==> src/rtl/nfc_cmd_axil_master.sv <==
// nfc_cmd_axil_master: AXI4-Lite master that turns one NFC command into status polls and register writes
module nfc_cmd_axil_master #(
    parameter int AXI_ADDR_WIDTH = 5,
    parameter int AXI_DATA_WIDTH = 32,
    parameter int POLL_LIMIT     = 255
) (
    input  logic                      S_AXI_ACLK,
    input  logic                      S_AXI_ARESETN,
    input  logic                      cmd_valid,
    output logic                      cmd_ready,
    input  logic [47:0]               cmd_lba,
    input  logic [23:0]               cmd_len,
    input  logic [15:0]               cmd_opcode,
    output logic                      cmd_done,
    output logic [1:0]                cmd_err,
    output logic [10:0]               last_status,
    output logic [AXI_ADDR_WIDTH-1:0] M_AXI_AWADDR,
    output logic                      M_AXI_AWVALID,
    input  logic                      M_AXI_AWREADY,
    output logic [AXI_DATA_WIDTH-1:0] M_AXI_WDATA,
    output logic [3:0]                M_AXI_WSTRB,
    output logic                      M_AXI_WVALID,
    input  logic                      M_AXI_WREADY,
    input  logic [1:0]                M_AXI_BRESP,
    input  logic                      M_AXI_BVALID,
    output logic                      M_AXI_BREADY,
    output logic [AXI_ADDR_WIDTH-1:0] M_AXI_ARADDR,
    output logic                      M_AXI_ARVALID,
    input  logic                      M_AXI_ARREADY,
    input  logic [AXI_DATA_WIDTH-1:0] M_AXI_RDATA,
    input  logic [1:0]                M_AXI_RRESP,
    input  logic                      M_AXI_RVALID,
    output logic                      M_AXI_RREADY
);

    if (AXI_DATA_WIDTH != 32) begin : g_bad_width
        $error("nfc_cmd_axil_master supports only a 32-bit data bus");
    end

    typedef enum logic [2:0] {IDLE, POLL_AR, POLL_R, WR, WR_B, FINISH} state_t;

    state_t      state, state_n;
    logic [47:0] lba;
    logic [23:0] len;
    logic [15:0] opcode;
    logic [15:0] poll_cnt;
    logic [15:0] poll_inc;
    logic [2:0]  idx;
    logic        aw_done, w_done, aw_ok, w_ok;
    logic [1:0]  err, err_n;
    logic        ready_en;
    logic [31:0] wdata_sel;
    logic        unused_bits;

    assign unused_bits = ^{M_AXI_RDATA[AXI_DATA_WIDTH-1:11], M_AXI_RRESP[0], M_AXI_BRESP[0]};
    assign poll_inc    = poll_cnt + 16'd1;
    assign aw_ok       = aw_done | (M_AXI_AWVALID & M_AXI_AWREADY);
    assign w_ok        = w_done | (M_AXI_WVALID & M_AXI_WREADY);

    // ready_en keeps cmd_ready low until the first clock after reset release
    assign cmd_ready     = ready_en && state == IDLE;
    assign cmd_done      = state == FINISH;
    assign cmd_err       = state == FINISH ? err : 2'b00;
    assign M_AXI_ARVALID = state == POLL_AR;
    assign M_AXI_ARADDR  = state == POLL_AR ? AXI_ADDR_WIDTH'(5'h14) : '0;
    assign M_AXI_RREADY  = state == POLL_R;
    assign M_AXI_AWVALID = state == WR && !aw_done;
    assign M_AXI_WVALID  = state == WR && !w_done;
    assign M_AXI_AWADDR  = state == WR ? AXI_ADDR_WIDTH'({idx, 2'b00}) : '0;
    assign M_AXI_WSTRB   = state == WR ? 4'hF : 4'h0;
    assign M_AXI_WDATA   = state == WR ? wdata_sel : '0;
    assign M_AXI_BREADY  = state == WR_B;

    // register image for the write currently being issued
    always_comb begin
        wdata_sel = idx == 3'd0 ? {16'h0, opcode} :
                    idx == 3'd1 ? {8'h0, len} :
                    idx == 3'd2 ? lba[31:0] :
                    idx == 3'd3 ? {16'h0, lba[47:32]} : 32'h1;
    end

    // next state and completion code
    always_comb begin
        state_n = state;
        err_n   = err;
        case (state)
            IDLE: begin
                if (cmd_valid && cmd_ready) begin
                    state_n = POLL_AR;
                    err_n   = 2'b00;
                end
            end
            POLL_AR: state_n = M_AXI_ARREADY ? POLL_R : POLL_AR;
            POLL_R: begin
                if (M_AXI_RVALID) begin
                    if (M_AXI_RRESP[1]) begin
                        state_n = FINISH;
                        err_n   = 2'b10;
                    end else if (!M_AXI_RDATA[0]) begin
                        state_n = WR;
                    end else if (poll_inc == 16'(POLL_LIMIT)) begin
                        state_n = FINISH;
                        err_n   = 2'b01;
                    end else begin
                        state_n = POLL_AR;
                    end
                end
            end
            WR: state_n = (aw_ok && w_ok) ? WR_B : WR;
            WR_B: begin
                if (M_AXI_BVALID) begin
                    if (M_AXI_BRESP[1]) begin
                        state_n = FINISH;
                        err_n   = 2'b11;
                    end else begin
                        state_n = idx == 3'd4 ? FINISH : WR;
                    end
                end
            end
            FINISH: state_n = IDLE;
            default: state_n = IDLE;
        endcase
    end

    // state, captured command, poll counter, write index and per-channel accept flags
    always_ff @(posedge S_AXI_ACLK or negedge S_AXI_ARESETN) begin
        if (!S_AXI_ARESETN) begin
            state       <= IDLE;
            err         <= 2'b00;
            ready_en    <= 1'b0;
            lba         <= '0;
            len         <= '0;
            opcode      <= '0;
            poll_cnt    <= '0;
            idx         <= '0;
            aw_done     <= 1'b0;
            w_done      <= 1'b0;
            last_status <= '0;
        end else begin
            state    <= state_n;
            err      <= err_n;
            ready_en <= 1'b1;
            aw_done  <= state == WR && state_n == WR && aw_ok;
            w_done   <= state == WR && state_n == WR && w_ok;
            if (state == IDLE && cmd_valid && cmd_ready) begin
                lba      <= cmd_lba;
                len      <= cmd_len;
                opcode   <= cmd_opcode;
                poll_cnt <= '0;
                idx      <= '0;
            end
            if (state == POLL_R && M_AXI_RVALID) begin
                last_status <= M_AXI_RDATA[10:0];
                poll_cnt    <= poll_inc;
            end
            if (state == WR_B && M_AXI_BVALID && !M_AXI_BRESP[1]) idx <= idx + 3'd1;
        end
    end

endmodule

==> config.mk <==
export PLATFORM = sky130hd
export DESIGN_NAME = nfc_cmd_axil_master
export DESIGN_NICKNAME = d
export VERILOG_FILES = /design/src/rtl/nfc_cmd_axil_master.sv
export SDC_FILE = /design/constraint.sdc
export NUM_CORES = 1
export LEC_CHECK = 0
export ABC_AREA = 1
export BUFFER_PORTS_ARGS = -buffer_cell sky130_fd_sc_hd__buf_2
export CORE_UTILIZATION = 45
export CTS_BUF_LIST = sky130_fd_sc_hd__clkbuf_4 sky130_fd_sc_hd__clkbuf_8 sky130_fd_sc_hd__clkbuf_16
export DETAILED_ROUTE_END_ITERATION = 7
export HOLD_SLACK_MARGIN = 0.15
export PLACE_DENSITY = 0.72
export SLEW_MARGIN = 20
export SYNTH_ARGS = -nofsm -noshare
export SYNTH_HDL_FRONTEND = slang
export SYNTH_SLANG_ARGS = --single-unit
==> constraint.sdc <==
create_clock -name S_AXI_ACLK -period 5.5 [get_ports S_AXI_ACLK]
set_input_delay 1.375 -clock S_AXI_ACLK [delete_from_list [all_inputs] [get_ports S_AXI_ACLK]]
set_output_delay 1.375 -clock S_AXI_ACLK [all_outputs]
set_load 0.1 [all_outputs]
==> summary.md <==
| Metric | Value |
|---|---|
| Status | `complete, no violations` |
| Worst slew pin tran | `1.01 ns` |
| Synth cell count leaders | `316 x nand2_1, 126 x dfrtp_1, 80 x nor2_1` |
| GRT Overall Usage | `0.234` |
| Top-Level Pins | `198` |
| Final nets | `1117` |
| Worst-path clk slew | `0.05 ns` |
| Most common cell in the synthesized netlist | `nand2_1` |
| Sequential area share after synthesis | `0.499` |
| WP buf/inv | `3` |
| Avg Vias per Cell | `4.95` |
| Final number of setup-violating endpoints | `0` |
| Top cells by area, synth | `dfrtp_1 50%, nand2_1 19%, o21ai_0 5.3%, nor2_1 4.8%, inv_1 4.2%` |
| Final worst slack | `0.876 ns` |
| YS warnings | `0` |
| Slowest library cell on the worst path | `nor2_2` |
| Slew Limit Fails | `0` |
| R2R Setup Slk | `3.01 ns` |
| P_int | `2.61 mW` |
| Post-synthesis cell type count | `32` |
| Max Clock Freq | `216 MHz` |
| CP most frequent cell | `inv_1` |
| Worst hold path type | `flip-flop to flip-flop` |
| TritonRoute pass-1 iters | `5` |
| Setup_tns | `0 ns` |
| Global-route wire length before repair | `26000 um` |
| Largest net degree at the start of global routing | `92` |
| CTS buffer count | `17` |
| Post-cts hold buffer count | `0` |
| Placed wire-length estimate | `11000 um` |
| Grt total ovfl | `0` |
| Crit path cell chain | `inv_1, ha_1, nand2_1, nor2_2, inv_1, nor3_1, buf_2` |
| Setup bufs post-CTS | `0` |
| Fin crit period | `4.62 ns` |
| Combinational power share | `0.436` |
| # DRC | `0` |
| CP max stage delay | `0.61 ns` |
| CP max FO | `32` |
| Clock power frac | `0.242` |
| Max VDD drop | `327 uV` |
| Crit-path leading delay family | `simple AND/OR/NAND/NOR gates` |
| Clock sinks | `126` |
| Post-Syn Area | `6310 um2` |
| Maxcap violations | `0` |
| Sw Ratio | `0.462` |
| Row count | `42` |
| Worst Setup Start Kind | `flip-flop` |
| Fin. Hold Viols | `0` |
| DRT iter0 DRCs | `399` |
| Endpoint class of the critical path | `output pin` |
| Die X-Extent | `120 um` |
| Final ANT Viol Nets | `0` |
| Post-synth top area cell | `dfrtp_1` |
| Post-synth top flop | `dfrtp_1` |
| Post-Syn Area per Cell | `7.64 um2` |
| Clk buf depth | `2` |
| CP arrival | `3.25 ns` |
| WHS | `0.464 ns` |
| CTS tree | `built` |
| Area Overhead vs Synth | `24.1%` |
| Proportion of netlist area held by the largest area contributor | `0.499` |
| Yosys reg bits | `126` |
| Vias in the first global route | `5380` |
| Pwr Density | `618 nW/um2` |
| Total Wirelength | `16100 um` |
| H-tree Lvls | `4` |
| Clk Latency, worst-skew pair | `0.42 ns` |
| Reg power frac | `0.323` |
| Share of cells above drive strength 1 | `0.232` |
| Starting density of the core | `0.469` |
| Ys async rst share | `1.00` |
| Port Buf Inserts | `169` |
| Post-synth EDFFs | `0` |
| Post-CTS sizing | `0` |
| DR WL/cell | `13.8 um` |
| Static Leak | `4.17 nW` |
| Max-slew headroom | `0.325` |
| Critical Path RT | `4.12 ns` |
| Critical path type | `flip-flop to output pin` |
| GPL Wtd Cong | `0.887` |
| Total power | `4.84 mW` |
| Switching power | `2.24 mW` |
| Finished Core Util | `0.583` |
| Post-Place Setup Slack | `1.29 ns` |
| Worst Skew | `0.00837 ns` |
| Die height | `120 um` |
| CTS Root Cell | `clkbuf_16` |
| Via count | `5783` |
| Unrepaired setup endpoints after global routing | `false` |
| Die ar. | `14500 um2` |
| CORE AREA | `13500 um2` |
| Antenna violations before repair | `3` |
| Mapped Cells | `827` |
| Final cycle utilization of the critical path | `0.841` |
[routing by layer]
metal,global-route usage,part of all wire
met1,0.302,0.44
met2,0.364,0.47
met3,0.0651,0.062
met4,0.113,0.028
met5,0,0.00062
[power by group through the flow]
stage                     sequential, mW  combinational, mW  clock (mW)
after global placement              1.56               2.07           0
after floorplan                     1.79               1.44           0
after global routing                1.61               2.31        1.23
after CTS                           1.56               2.12        1.19
after detailed placement            1.57               2.11           0
final                               1.56               2.11        1.17
[cells by family after synthesis]
| logic type | after synthesis | share of synthesized area |
|---|---|---|
| and+or+nand+nor | 452 | 0.288 |
| DFF | 126 | 0.499 |
| xor gates and xnor gates | 1 | 0.00139 |
| other | 2 | 0.00119 |
| AOI/OAI and AO/OA | 114 | 0.109 |
| buffers and inverters | 125 | 0.0872 |
| adders and majority gates | 7 | 0.0139 |
[state kept, by name (all words and copies together) (netlist names)]
name	count
len	24
lba	48
ready_en	1
state	3
w_done	1
idx	3
poll_cnt	16
err	2
last_status	11
opcode	16
aw_done	1
[cells in the final DEF, fill, tap and decap left out, types with 2 or more instances in the layout]
cell type	n
buf_4	7
inv_2	4
clkbuf_16	17
bufinv_16	3
nand3_1	23
a22oi_1	8
diode_2	2
o22ai_1	9
buf_2	168
dfrtp_1	126
nor2_4	3
conb_1	6
ha_1	7
nor2_2	4
a21oi_1	4
o21ai_0	67
a311oi_1	15
nand2_2	8
clkinv_2	2
inv_1	71
o21ai_1	6
nor2_1	80
nor3_1	10
nand2_1	315
clkbuf_4	4
clkbuf_8	5
nand4_1	6
a21o_1	2
[cell type report]
cell class	instances	area (um2)
timing repair buffer	176	913
fill	1285	5620
multi-input combinational	580	2630
tap	176	220
clock buffer	26	524
sequential	126	3150
inverter	77	290
clock inverter	5	103
antenna	2	5.00
[final timing paths]
| check | startpoint | cells after the start | endpoint |
|---|---|---|---|
| max in group asynchronous | S_AXI_ARESETN | 2 | lba[10] |
| hold / removal | last_status[5] | 2 | last_status[5] |
| setup reg to reg | state[1] | 8 | state[0] |
| min in group asynchronous | S_AXI_ARESETN | 1 | last_status[1] |
| hold reg to reg | last_status[5] | 2 | last_status[5] |
| setup / recovery | idx[0] | 7 | M_AXI_WDATA[31] |
[worst min-delay path, stage by stage, from the launching register on]
cell and delay [ns]:
dfrtp_1 0.34, nand2_1 0.05, nand2_1 0.04
[through the flow]
step | instance area (um2) | std cells
2_1_floorplan | 6330 | 831
3_3_place_gp | 7210 | 1135
3_5_place_dp | 7210 | 1135
4_1_cts | 7830 | 1166
5_1_grt | 7840 | 1167
6_report | 7840 | 1168
(Power assumes the default switching activity.)
